[src/rtl/risc_toy_fetch.sv]
// Instruction-fetch unit for the RISC_TOY pipeline: fetch PC, synchronous I-memory port,
// DEPTH-entry prefetch queue with a valid/ready decode handshake and zero-bubble redirect.
module risc_toy_fetch #(
    parameter int              AW         = 30,
    parameter int              DEPTH      = 4,
    parameter logic [AW-1:0]   RESET_ADDR = '0
) (
    input  logic          CLK,
    input  logic          RST,
    output logic          IREQ,
    output logic [AW-1:0] IADDR,
    input  logic [31:0]   INSTR,
    input  logic          REDIRECT,
    input  logic [AW-1:0] REDIRECT_ADDR,
    output logic          OUT_VALID,
    input  logic          OUT_READY,
    output logic [31:0]   OUT_INSTR,
    output logic [AW-1:0] OUT_ADDR,
    output logic          OUT_CTRL
);

    localparam int PW = $clog2(DEPTH);
    localparam int CW = $clog2(DEPTH + 1);
    localparam int OW = CW + 1;
    localparam logic [OW-1:0] DEPTH_LIM = OW'(DEPTH);

    logic [AW-1:0] fpc;
    logic          inf;
    logic [AW-1:0] inf_addr;
    logic [PW-1:0] rd_ptr;
    logic [PW-1:0] wr_ptr;
    logic [CW-1:0] cnt;

    logic [31:0]   q_instr [DEPTH];
    logic [AW-1:0] q_addr  [DEPTH];
    logic          q_ctrl  [DEPTH];

    logic          pop;
    logic          push;
    logic          issue;
    logic [OW-1:0] occupancy;
    logic          instr_ctrl;

    // Occupancy counts the in-flight fetch as a reserved slot, so a full queue can never be pushed.
    always_comb begin
        pop        = (cnt != '0) & OUT_READY;
        push       = inf & ~REDIRECT;
        occupancy  = {1'b0, cnt} + OW'(inf) - OW'(pop);
        issue      = ~RST & (REDIRECT | (occupancy < DEPTH_LIM));
        instr_ctrl = INSTR[31:27] inside {5'b01111, 5'b10000, 5'b10001, 5'b10010};
    end

    assign IREQ      = issue;
    assign IADDR     = REDIRECT ? REDIRECT_ADDR : fpc;
    assign OUT_VALID = (cnt != '0);
    assign OUT_INSTR = q_instr[rd_ptr];
    assign OUT_ADDR  = q_addr[rd_ptr];
    assign OUT_CTRL  = q_ctrl[rd_ptr];

    always_ff @(posedge CLK) begin
        if (RST) begin
            fpc      <= RESET_ADDR;
            inf      <= 1'b0;
            inf_addr <= '0;
            rd_ptr   <= '0;
            wr_ptr   <= '0;
            cnt      <= '0;
            for (int i = 0; i < DEPTH; i++) begin
                q_instr[i] <= '0;
                q_addr[i]  <= '0;
                q_ctrl[i]  <= 1'b0;
            end
        end else begin
            inf <= issue;
            if (issue) begin
                inf_addr <= IADDR;
                fpc      <= IADDR + 1'b1;
            end
            if (push) begin
                q_instr[wr_ptr] <= INSTR;
                q_addr[wr_ptr]  <= inf_addr;
                q_ctrl[wr_ptr]  <= instr_ctrl;
                wr_ptr          <= wr_ptr + 1'b1;
            end
            // A redirect never pushes, so wr_ptr is stable and the flush simply catches rd up to it.
            if (REDIRECT) begin
                cnt    <= '0;
                rd_ptr <= wr_ptr;
            end else begin
                if (pop) begin
                    rd_ptr <= rd_ptr + 1'b1;
                end
                cnt <= cnt + CW'(push) - CW'(pop);
            end
        end
    end

endmodule

[config.mk]
export PLATFORM = sky130hd
export DESIGN_NAME = risc_toy_fetch
export DESIGN_NICKNAME = d
export VERILOG_FILES = /design/src/rtl/risc_toy_fetch.sv
export SDC_FILE = /design/constraint.sdc
export NUM_CORES = 1
export LEC_CHECK = 0
export ABC_CLOCK_PERIOD_IN_PS = 5200
export BUFFER_PORTS_ARGS = -buffer_cell sky130_fd_sc_hd__clkbuf_2
export CAP_MARGIN = 25
export CORE_MARGIN = 4
export CORE_UTILIZATION = 59
export CTS_CLUSTER_SIZE = 10
export DETAILED_ROUTE_END_ITERATION = 10
export GPL_TIMING_DRIVEN = 0
export PLACE_DENSITY_LB_ADDON = 0.05
export SLEW_MARGIN = 20
export SYNTH_ARGS = -nofsm -noshare
export SYNTH_HDL_FRONTEND = slang
export SYNTH_SLANG_ARGS = --single-unit
[constraint.sdc]
create_clock -name CLK -period 5.2 [get_ports CLK]
set_input_delay 0.26 -clock CLK [delete_from_list [all_inputs] [get_ports CLK]]
set_output_delay 0.26 -clock CLK [all_outputs]
set_load 0.1 [all_outputs]
==> qor.tcl <==
set qor(main_combinational_cell_family_by_area_after_synthesis) {simple AND/OR/NAND/NOR gates}
set qor(drc) 0
set qor(cp_data_arrival_time_ns) 3.81
set qor(net_count_of_the_finished_layout) 1385
set qor(hold_start) {INSTR[24]}
set qor(placed_area_um2) 15600
set qor(syn-cell-area_um2) 14300
set qor(postCtsSetupRepairBufs) 0
set qor(end_kind) {output pin}
set qor(chipWidth_um) 164
set qor(synth_compound_gate_area_share_pct) 4.96
set qor(syn2layout_area_growth_pct) 17.0
set qor(dr.first_iter.drc_count) 706
set qor(postSynthNetCount) 1179
set qor(synth.ff_latch_count) 322
set qor(worst_pin_slew_ns) 0.878
set qor(synth_area_per_cell_um2) 12.9
set qor(num_io_pins) 161
set qor(max-cap-violations) 0
set qor(startpoint_type) {flop}
set qor(finalCriticalPeriod_ns) 4.07
set qor(cts_sinks) 322
set qor(tritoncts.num_buffers) 38
set qor(vias_in_the_first_global_route) 9564
set qor(buffers_inverters_on_critical_path) 5
set qor(fin_util_pct) 70.8
set qor(critPathMaxStageDelay_ns) 0.57
set qor(worst_hold_path_type) {in2reg}
set qor(cts_tree) {yes}
set qor(grt_first_pass_wirelength_um) 52500
set qor(rr_startpoint) {cnt[1]$_SDFF_PP0_}
set qor(clk_transition_reported_paths_ns) 0.06
set qor(place.gp.congestion) 0.894
set qor(final_antenna_diode_count) 0
set qor(synth_flop_cell) {edfxtp_1}
set qor(num_rows) 56
set qor(synth.yosys.seq_area_share_pct) 62.8
set qor(clk-insertion-delay-late_ns) 0.51
set qor(drv_slew) 0
set qor(synth_largest_type_area_fraction_pct) 53.0
set qor(synthAdderAreaFrac_pct) 0.666
set qor(floorplan.core_area_um2) 23600
set qor(max-slew-margin-rel_pct) 41.5
set qor(ctsHoldBuffers) 0
set qor(max_clock_freq_ghz) 0.246
set qor(required_time_worst_endpoint_ns) 4.94
set qor(synth_cell_types) 61
set qor(globalRouteTotalUtil_pct) 25.5
set qor(worst_setup_path_startpoint) {cnt[2]$_SDFF_PP0_}
set qor(grt_setup_unrepaired) {false}
set qor(detail_route.wirelength_um) 33100
set qor(fin_tns_setup_ns) 0
set qor(report.final.hold_viol_count) 0
set qor(yosys-mux-area-fraction_pct) 12.1
set qor(initial_core_util_pct) 60.5
set qor(run_status) {complete, no violations}
set qor(grt_antenna_before_repair) 0
set qor(vias_per_cell) 5.68
set qor(leakage_power_figure_nw) 6.79
set qor(detail_route.first_pass.iterations) 6
set qor(hpwlAfterDp_um) 22300
set qor(synth_simple_gate_area_share_pct) 13.9
set qor(critical_path_class) {reg2out}
set qor(peak_supply_drop_mv) 0.240
set qor(power.density_cell_area_nw_per_um2) 391
set qor(grt_remaining_overflow) 0
set qor(total_of_endpoints_with_negative_setup_slack_in_the_final_report) 0
set qor(cts_buffer_depth) 3
set qor(h_tree_depth) 2
set qor(timing.critical_path.max_delay_family) {buffers and inverters}
set qor(clock-skew-final_ns) 0.0144
set qor(cts.repair.resized) 0
set qor(synth.top_cells.by_count) {edfxtp_1, nor2_1, nand2_1}
set qor(chipHeight_um) 164
set qor(root_buffer) {clkbuf_16}
set qor(warning_count_from_the_yosys_run) 0
set qor(pin_count_of_the_biggest_net_entering_global_routing) 42
set qor(post_synth_inst_count) 1106
set qor(final_antenna_net_count) 0
set qor(synthTopCellsByArea) {edfxtp_1, mux4_2, dfxtp_1, nor2_1, nand2_1}
set qor(timing.critical_path.slowest_stage_cell) {clkbuf_2}
set qor(fin_area_um2) 16700
set qor(die-area_um2) 26800
set qor(number_of_synthesized_flops_with_an_enable_pin) 252
set qor(worstPathMaxFanout) 10
set qor(synth-async-reset-ratio_pct) 0
set qor(xor_and_xnor_fraction_of_the_mapped_netlist_area_pct) 1.10
set qor(wl_per_cell_um) 20.0
set qor(synthMostInstantiatedCell) {edfxtp_1}
set qor(fillers) 1712
set qor(port-buffer-count) 160
set qor(ordered_cell_list_for_the_critical_path) {o31a_1 -> ha_1 -> inv_1 -> ha_1 -> and3b_1 -> a2111oi_0 -> or3_1 -> clkbuf_1 -> inv_1 -> clkbuf_1 -> clkbuf_2}
set qor(finalCritPeriodShare_pct) 78.2
set qor(dominant_cell_type_by_area_after_synthesis) {edfxtp_1}
set qor(fraction_of_layout_instances_using_a_drive_strength_above_1_pct) 22.7
set qor(dr_total_vias) 9380
[registers in the layout, indices dropped and copies added (netlist names), named ones only]
name      count
q_instr     128
q_addr      120
fpc          30
inf_addr     30
q_ctrl        4
cnt           3
rd_ptr        2
wr_ptr        2
inf           1
[power by group]
| part | total, W | internal [W] | switching, W |
|---|---|---|---|
| clock network | 0.00233 | 0.00138 | 0.000951 |
| logic | 0.00121 | 0.000259 | 0.000946 |
| registers | 0.00301 | 0.00293 | 0.0000733 |
| total | 0.00654 | 0.00457 | 0.00197 |
[placed cells by master (no fill, tap or decap), drive strengths merged, types with 7 or more instances in the layout]
| cell | count |
|---|---|
| nand2 | 121 |
| dfxtp | 70 |
| nor2 | 127 |
| edfxtp | 252 |
| and3 | 11 |
| nand3b | 10 |
| and2 | 68 |
| buf | 24 |
| mux2i | 23 |
| clkbuf | 266 |
| mux4 | 63 |
| o21ai | 41 |
| a21oi | 8 |
| a32o | 7 |
| mux2 | 7 |
| a22o | 9 |
| o31ai | 7 |
| inv | 95 |
| nand4 | 17 |
| nand3 | 17 |
| xnor2 | 16 |
[kinds of logic after synthesis]
logic type / count (synthesis)
xor gates and xnor gates: 18
buffers and inverters: 160
DFF: 322
and+or+nand+nor: 406
adders and majority gates: 7
muxes: 93
AOI/OAI and AO/OA: 100
[metrics by stage]
stage / cells / hold WS (ns) / total power (W) / setup slack, ns
final: 1652 / 0.0429 / 0.00654 / 1.13
after global routing: 1652 / 0.0292 / 0.00677 / 0.987
after CTS: 1651 / 0.0282 / 0.00657 / 1.16
after detailed placement: 1590 / 0.460 / 0.00426 / 1.34
after global placement: 1585 / 0.449 / 0.00424 / 0.923
after floorplan: 1106 / 0.437 / 0.00399 / 1.53
[routing by layer]
metal | share of wire (%) | routed length, µm | vias to the layer above | global-route usage (%)
met1 | 43 | 14300 | 4598 | 36.3
met2 | 49 | 16100 | 339 | 42.3
li1 | - | - | 4400 | -
met3 | 6.7 | 2230 | 43 | 3.96
met4 | 1.5 | 496 | 0 | 5.57
met5 | 0 | 0 | - | 0
[path summary, 6_finish.rpt]
kind                                  end  slack [ns]  cells after the start
min          q_instr[0][24]$_SDFFCE_PN0P_        0.04                      2
min reg2reg      inf_addr[3]$_SDFFE_PP0P_        0.47                      2
max                                  IREQ        1.13                     11
max reg2reg           fpc[1]$_SDFFE_PP0P_        1.95                     11
[area by class of cell]
cell class	instances	area, µm²	area share [%]
multi-input combinational	624	4700	28.2
buffer	66	290	1.74
inverter	94	353	2.11
sequential	322	8970	53.7
timing repair buffer	166	926	5.54
tap	319	399	2.39
clock buffer	58	1050	6.27
clock inverter	3	18.8	0.112
[worst register-to-register path, stage by stage (launching register included)]
cell and delay, ns:
dfxtp_1 0.33, o31a_1 0.38, ha_1 0.20, inv_1 0.05
ha_1 0.22, and3b_1 0.19, a2111oi_0 0.28, or3_1 0.19
clkbuf_1 0.46, inv_1 0.15, clkbuf_1 0.35, a22o_1 0.33
Power figures use the tool's default switching activity.
